### src/rtl/fetch_ctrl_pkg.sv
// rtl/fetch_ctrl_pkg.sv - shared FSM encodings and PC defaults for the fetch controller
package fetch_ctrl_pkg;

    typedef enum logic [1:0] {
        ST_RUN  = 2'b00,
        ST_MISS = 2'b01,
        ST_HALT = 2'b10
    } fetch_state_t;

    localparam logic [15:0] FETCH_RESET_PC = 16'h0000;
    localparam logic [15:0] FETCH_PC_STEP  = 16'h0002;

endpackage

### src/rtl/addsub_16bit.sv
// rtl/addsub_16bit.sv - 16-bit wrapping adder/subtractor
module addsub_16bit (
    input  logic [15:0] a,
    input  logic [15:0] b,
    input  logic        is_sub,
    output logic [15:0] result
);

    assign result = is_sub ? (a - b) : (a + b);

endmodule

### src/rtl/fetch_perf_cnt.sv
// rtl/fetch_perf_cnt.sv - saturating 16-bit event counter with enable
module fetch_perf_cnt (
    input  logic        clk,
    input  logic        rst_n,
    input  logic        en,
    output logic [15:0] count
);

    always_ff @(posedge clk or negedge rst_n) begin
        if (!rst_n) begin
            count <= 16'h0000;
        end else if (en && (count != 16'hFFFF)) begin
            count <= count + 16'h0001;
        end
    end

endmodule

### src/rtl/fetch_ctrl.sv
// rtl/fetch_ctrl.sv - fetch PC sequencer with miss, stall, redirect and halt handling
// FETCH_PERF_CNT_EN adds miss/stall/redirect performance counters.
module fetch_ctrl
    import fetch_ctrl_pkg::*;
#(
    parameter logic [15:0] RESET_PC = FETCH_RESET_PC,
    parameter logic [15:0] PC_STEP  = FETCH_PC_STEP
) (
    input  logic        clk,
    input  logic        rst_n,
    input  logic        imem_ready,
    input  logic        stall,
    input  logic        br_taken,
    input  logic [15:0] br_target,
    input  logic        hlt_dec,
    output logic        imem_req,
    output logic [15:0] imem_addr,
    output logic [15:0] pc,
    output logic [15:0] pc_plus2,
    output logic        if_valid,
    output logic        flush_ifid,
    output logic        halted
`ifdef FETCH_PERF_CNT_EN
    ,
    output logic [15:0] perf_miss_cyc,
    output logic [15:0] perf_stall_cyc,
    output logic [15:0] perf_redirect
`endif
);

    fetch_state_t state, state_nxt;
    logic [15:0]  pc_nxt;
    logic [15:0]  redir_tgt, redir_tgt_nxt;
    logic         redir_pend, redir_pend_nxt;
    logic         req_c, if_valid_c, flush_c;

    addsub_16bit u_pc_add (
        .a      (pc),
        .b      (PC_STEP),
        .is_sub (1'b0),
        .result (pc_plus2)
    );

    always_ff @(posedge clk or negedge rst_n) begin
        if (!rst_n) begin
            state      <= ST_RUN;
            pc         <= RESET_PC;
            redir_tgt  <= 16'h0000;
            redir_pend <= 1'b0;
        end else begin
            state      <= state_nxt;
            pc         <= pc_nxt;
            redir_tgt  <= redir_tgt_nxt;
            redir_pend <= redir_pend_nxt;
        end
    end

    always_comb begin
        state_nxt      = state;
        pc_nxt         = pc;
        redir_tgt_nxt  = redir_tgt;
        redir_pend_nxt = redir_pend;
        req_c          = 1'b0;
        if_valid_c     = 1'b0;
        flush_c        = 1'b0;
        case (state)
            ST_RUN: begin
                req_c = 1'b1;
                if (br_taken) begin
                    pc_nxt  = br_target;
                    flush_c = 1'b1;
                end else if (hlt_dec) begin
                    state_nxt = ST_HALT;
                    flush_c   = 1'b1;
                end else if (stall) begin
                    if_valid_c = imem_ready;
                end else if (!imem_ready) begin
                    state_nxt = ST_MISS;
                end else begin
                    pc_nxt     = pc_plus2;
                    if_valid_c = 1'b1;
                end
            end
            ST_MISS: begin
                req_c = 1'b1;
                if (br_taken) begin
                    flush_c = 1'b1;
                    // A redirect landing on the completing cycle needs no parking.
                    if (imem_ready) begin
                        pc_nxt         = br_target;
                        redir_pend_nxt = 1'b0;
                        state_nxt      = ST_RUN;
                    end else begin
                        redir_tgt_nxt  = br_target;
                        redir_pend_nxt = 1'b1;
                    end
                end else if (hlt_dec) begin
                    state_nxt      = ST_HALT;
                    redir_pend_nxt = 1'b0;
                end else if (imem_ready) begin
                    state_nxt = ST_RUN;
                    if (redir_pend) begin
                        pc_nxt         = redir_tgt;
                        redir_pend_nxt = 1'b0;
                    end else begin
                        if_valid_c = 1'b1;
                        if (!stall) pc_nxt = pc_plus2;
                    end
                end
            end
            ST_HALT: begin
            end
            default: begin
                state_nxt = ST_RUN;
            end
        endcase
    end

    // Combinational outputs are forced low while reset is asserted.
    assign imem_req   = rst_n & req_c;
    assign if_valid   = rst_n & if_valid_c;
    assign flush_ifid = rst_n & flush_c;
    assign halted     = (state == ST_HALT);
    assign imem_addr  = pc;

`ifdef FETCH_PERF_CNT_EN
    logic miss_en, stall_en, redirect_en;

    assign miss_en     = (state == ST_MISS);
    assign stall_en    = stall && (state != ST_HALT);
    assign redirect_en = br_taken && (state != ST_HALT);

    fetch_perf_cnt u_cnt_miss (
        .clk   (clk),
        .rst_n (rst_n),
        .en    (miss_en),
        .count (perf_miss_cyc)
    );

    fetch_perf_cnt u_cnt_stall (
        .clk   (clk),
        .rst_n (rst_n),
        .en    (stall_en),
        .count (perf_stall_cyc)
    );

    fetch_perf_cnt u_cnt_redirect (
        .clk   (clk),
        .rst_n (rst_n),
        .en    (redirect_en),
        .count (perf_redirect)
    );
`endif

endmodule
### config.mk
export PLATFORM = sky130hd
export DESIGN_NAME = fetch_ctrl
export DESIGN_NICKNAME = d
export VERILOG_FILES = /design/src/rtl/fetch_ctrl_pkg.sv /design/src/rtl/addsub_16bit.sv /design/src/rtl/fetch_perf_cnt.sv /design/src/rtl/fetch_ctrl.sv
export SDC_FILE = /design/constraint.sdc
export NUM_CORES = 1
export LEC_CHECK = 0
export ABC_AREA = 1
export CORE_UTILIZATION = 25
export CTS_CLUSTER_DIAMETER = 50
export CTS_CLUSTER_SIZE = 30
export DETAILED_ROUTE_END_ITERATION = 6
export DONT_BUFFER_PORTS = 1
export PLACE_DENSITY = 0.47
export SYNTH_ARGS = -nofsm -noshare
export SYNTH_HDL_FRONTEND = slang
export SYNTH_SLANG_ARGS = --single-unit
export TNS_END_PERCENT = 100
### constraint.sdc
create_clock -name clk -period 1.69 [get_ports clk]
set_input_delay 0.2535 -clock clk [delete_from_list [all_inputs] [get_ports clk]]
set_output_delay 0.2535 -clock clk [all_outputs]
set_load 0.03 [all_outputs]
Word level (Yosys, flattened, before mapping):

Cells that the tools add are included.

* reductions and logical operators: 8
* bitwise logic cells: 5
* equal/unequal tests: 12
* mux-type cells: 37
* add/subtract/negate cells: 1

Operators with widths (number)
* $mux 16: 10
* $pmux 16 s2: 1
* $ne 3x3->1 const B: 8
* $add 16x2->16 const B: 1
* $mux 1: 16
* $mux 2: 7
* $reduce_and 8->1: 1
* $pmux 2 s3: 1
* $ne 4x4->1 const B: 1
* $pmux 1 s2: 2
* $reduce_and 4->1: 1
* $and 1x1->1: 3
* $reduce_and 3->1: 1
* $reduce_bool 3->1: 1
* $eq 2x1->1 const B: 1
* $eq 2x2->1 const B: 1
* $logic_not 2->1: 1
* $ne 2x2->1 const B: 1
* $not 1->1: 2
* $reduce_and 2->1: 1
* $reduce_bool 2->1: 1
* $reduce_or 2->1: 1

* register bits after elaboration: 35
* word-level logic and storage cells: 67

Longest topological paths before layout:

* depth after elaboration: 7
* depth in mapped cells: 10
* mapped depth without buffers: 10

Hierarchy:

Synthesis repeated with hierarchy kept, for this count alone.

* cell total of the unflattened synthesis: 568
* area, all modules: 3450.8 µm²

By module, submodules not included
* fetch_ctrl: cells each 302, times used 1, area an instance 2047.0 µm²
* addsub_16bit: cells each 266, times used 1, area an instance 1403.8 µm²

Least setup slack after synthesis:

No wires, ideal clock.

* path type: reg2reg
* start point: register pc[1] (netlist: imem_addr[1])
* end point: register pc[9] (netlist: imem_addr[9])
* path slack: -316 ps
* setup time: 66 ps
* period minus slack after synthesis: 2006 ps
* data arrival time: 1940 ps
* stages on the path, launching flop included: 10
* path through: dfrtp_1 -> ha_1 -> nand3_1 -> inv_2 -> nand2_1 -> xnor2_1 -> nand2_1 -> nand2_1 -> nand2_1 -> nand2_1

* word-level cells in the longest chain between the ends: 7
* elaborated cells on any way between the ends: 11
* classes of those cells: add/sub: 1; mux: 10

RTL lines
* start: declaration: line fetch_ctrl.sv:18 `output logic [15:0] pc,`
* start signal: assignment: line fetch_ctrl.sv:52 `pc <= pc_nxt;`
* $add 16x2->16 *: line addsub_16bit.sv:9 `assign result = is_sub ? (a - b) : (a + b);`
* net pc_plus2[9]: line fetch_ctrl.sv:19 `output logic [15:0] pc_plus2,`
* $mux 16: line fetch_ctrl.sv:107 `if (!stall) pc_nxt = pc_plus2;`
* $mux 16: line fetch_ctrl.sv:102 `if (redir_pend) begin`
* $mux 16: line fetch_ctrl.sv:100 `end else if (imem_ready) begin`
* $mux 16: line fetch_ctrl.sv:97 `end else if (hlt_dec) begin`
* $mux 16: line fetch_ctrl.sv:86 `if (br_taken) begin`
* $pmux 16 s2 *: line fetch_ctrl.sv:66 `case (state)`

The timed path passes the listed nets; every way through them passes the cells marked *. The select of a mux whose other input is x is not followed.
A chain may end at the register's enable or synchronous reset.

Final worst setup path:

* start point: register pc[5] (netlist: imem_addr[5])
* end point: output pc_plus2[10]

* word-level cells in the longest chain between the ends: 1

RTL lines (line)
* $add 16x2->16: addsub_16bit.sv:9
* end: declaration: fetch_ctrl.sv:19

Every way passes these cells.

==> flow_summary_export.csv <==
group,metric,value,unit
timing,finalHoldViolCount,0,
finish,fillers,982,
logic_synthesis,yosysWarnings,0,
floorplanning,core,9420,sq um
timing,relSlewSlack,0.755,
timing,layout_setup_ws,-0.0409,ns
floorplanning,start_util,0.263,
drt,route.antenna.remaining_nets,0,
worst_setup_path,critical_path_class,"reg -> out",
cts,insertion_delay,0.29,ns
power,powerDensity,1990,nW/um^2
timing,fin_crit_sh,1.02,
drt,drcViolationCount,0,
power,power.leakage,1.60,nW
status,status,"complete, but fails checks",
global_route,grt_pass1_wl,10500,um
logic_synthesis,synthSimpleGateAreaFrac,0.356,
logic_synthesis,synth_top_family_by_area,"simple AND/OR/NAND/NOR gates",
logic_synthesis,yosys.area.top_type,"dfrtp_1",
cts,cts_buffers,5,
floorplanning,rows,35,
hold_path,worst_hold_path_type,"in -> reg",
place,hpwl,4650,um
logic_synthesis,synth_compound_area_frac,0.0470,
logic_synthesis,synth_mux_area_frac,0.0830,
floorplanning,die_area,10300,sq um
drt,drt-initial-drc-count,98,
logic_synthesis,ys_seq_area_frac,0.354,
global_route,grt_max_degree,36,
logic_synthesis,synth-adder-area-share,0.00506,
global_route,grt-ovfl-total,0,
worst_setup_path,cpMaxStageDelayCell,"dfrtp_1",
floorplanning,die_w,101,um
timing,min_period,1.73,ns
worst_setup_path,required,1.44,ns
logic_synthesis,synth-main-ff-cell,"dfrtp_1",
place,port_buffers,0,
cts,path_clk_slew,0.08,ns
worst_setup_path,endpoint_kind,"primary output",
finish,fin_nets,382,
logic_synthesis,post_synth_num_cell_types,37,
cts,clock_sinks,35,
timing,final_max_slew_viol_count,0,
global_route,grt_pass1_vias,2074,
logic_synthesis,syn_inst,331,
drt,vias_per_cell,4.34,
run,max_cap_violations,0,
drt,num_vias,2120,
timing,whs,0.105,ns
cts,cts_tree,"built",
logic_synthesis,synth_commonest_cells,"nand2_1, dfrtp_1, nor2_1, inv_1, buf_4",
finish,drive_above_1_share,0.353,
logic_synthesis,synth-xor-area-share,0.0248,
worst_setup_path,crit_path_max_incr_delay,0.41,ns
cts,root_buffer,"clkbuf_8",
timing,rsz0062_at_grt,"yes",
timing,fin_tns_setup,-0.139,ns
cts,htree_levels,2,
power,ir_drop,0.000595,V
logic_synthesis,synthArstFlopShare,1.00,
logic_synthesis,synth_nets,354,
logic_synthesis,synth_edf_count,0,
floorplanning,io_pins,74,
global_route,grt_usage,0.135,
status,violations,"negative setup slack",
finish,diodes,0,
logic_synthesis,syn_area,2470,sq um
worst_setup_path,cp.arrival,1.48,ns
place,pre_cts_ws,0.0165,ns
timing,max_slew.worst_pin.slew,0.367,ns
cts,cts_max_path_buffers,2,
logic_synthesis,avgSynthCellArea,7.47,sq um
drt,drt-total-wl,6860,um
worst_setup_path,cp_cell_sequence,"nand2_2 > nor2_4 > nand3b_1 > inv_1 > nand2_1 > and2_4 > buf_12",
worst_setup_path,worstPathMaxFanout,4,
timing,max_freq,0.578,GHz
floorplanning,die_h,101,um
logic_synthesis,yosysMostFrequentCell,"nand2_1",
timing,setup_viol,5,
drt,wire_per_inst,14.0,um
global_route,antenna_found_initial,1,
drt,first_pass_iters,4,
logic_synthesis,synth_area_leaders,"dfrtp_1, nand2_1, mux2_4",
place,gp_congestion,0.859,
power,power,6.26,mW
worst_setup_path,start_kind,"flip-flop",
logic_synthesis,ys_ff_latch,35,
finish,syn2layout_area_growth,27.0,%
timing,fin_skew,0.0102,ns
logic_synthesis,synth_top_area_frac,0.354,
-- final cells by class --
class | count | area, sq um | area share
multi-input combinational | 239 | 1480 | 0.471
sequential | 35 | 880 | 0.280
timing repair buffer | 46 | 417 | 0.133
tap | 129 | 161 | 0.0514
inverter | 32 | 123 | 0.0390
clock buffer | 7 | 76.3 | 0.0243
clock inverter | 1 | 5.00 | 0.00159
-- what timing repair did --
| action | in CTS | in global routing |
|---|---|---|
| hold buffers | 2 | 0 |
| endpoints found under the hold margin | 35 | 0 |
| gates cloned | 0 | 1 |
| setup endpoints to repair | 13 | 20 |
| buffers inserted | 3 | 4 |
| pin swaps | 6 | 9 |
| resized for setup | 27 | 17 |
-- sequential cells by signal, indices dropped and copies added (netlist names) --
register,cells
imem_addr,16
redir_tgt,16
redir_pend,1
state,2
-- placed cells by master, fill, tap and decap left out, drive strengths merged, types with 5 or more instances in the layout --
cell,count
nand3,19
inv,32
nor2,39
nand2,127
clkbuf,7
o21ai,11
nand4,5
mux2,13
xnor2,5
buf,45
dfrtp,35
-- cells by family after synthesis --
| logic type | after synthesis |
|---|---|
| AND/OR/NAND/NOR | 196 |
| buffers and inverters | 58 |
| flip-flops | 35 |
| AO/OA/AOI/OAI | 20 |
| multiplexers | 14 |
| XOR/XNOR | 7 |
| adder cells (fa/ha/maj) | 1 |
-- critical path: cells and delay by family (launching register included) --
kind | cells | cell delay (ns)
buffers and inverters | 2 | 0.20
and+or+nand+nor | 5 | 0.58
DFF | 1 | 0.41
-- worst paths after layout --
path / from / to / slack, ns / cells past startpoint
min in group asynchronous: rst_n / imem_addr[10] / 0.42 / 2
min reg2reg: redir_tgt[5] / redir_tgt[5] / 0.50 / 2
max reg2reg: state[0] / imem_addr[8] / 0.13 / 9
min: br_target[9] / redir_tgt[9] / 0.11 / 1
max in group asynchronous: rst_n / imem_addr[1] / 1.04 / 2
max: imem_addr[5] / pc_plus2[10] / -0.04 / 7
-- per-stage QoR --
step / instance area [sq um] / util / cells
3_5_place_dp: 2790 / 0.296 / 471
3_3_place_gp: 2790 / 0.296 / 471
4_1_cts: 3030 / 0.322 / 484
2_1_floorplan: 2510 / - / 331
5_1_grt: 3140 / 0.334 / 489
6_report: 3140 / 0.334 / 489
-- metal layers --
layer  wire length, um  track usage  vias to the layer above
met4                50       0.0323                        0
met5                 0            0                        -
met3               428       0.0386                        6
met1              3160        0.169                      999
met2              3220        0.231                       42
li1                  -            -                     1073
-- power by group --
group,internal (mW),switching (mW),leakage [nW],total (mW)
clock network,0.290,0.320,0.0422,0.610
registers,1.24,0.334,0.443,1.58
logic,1.49,2.59,1.12,4.07
Note: power is estimated with default switching activity, not from simulation.
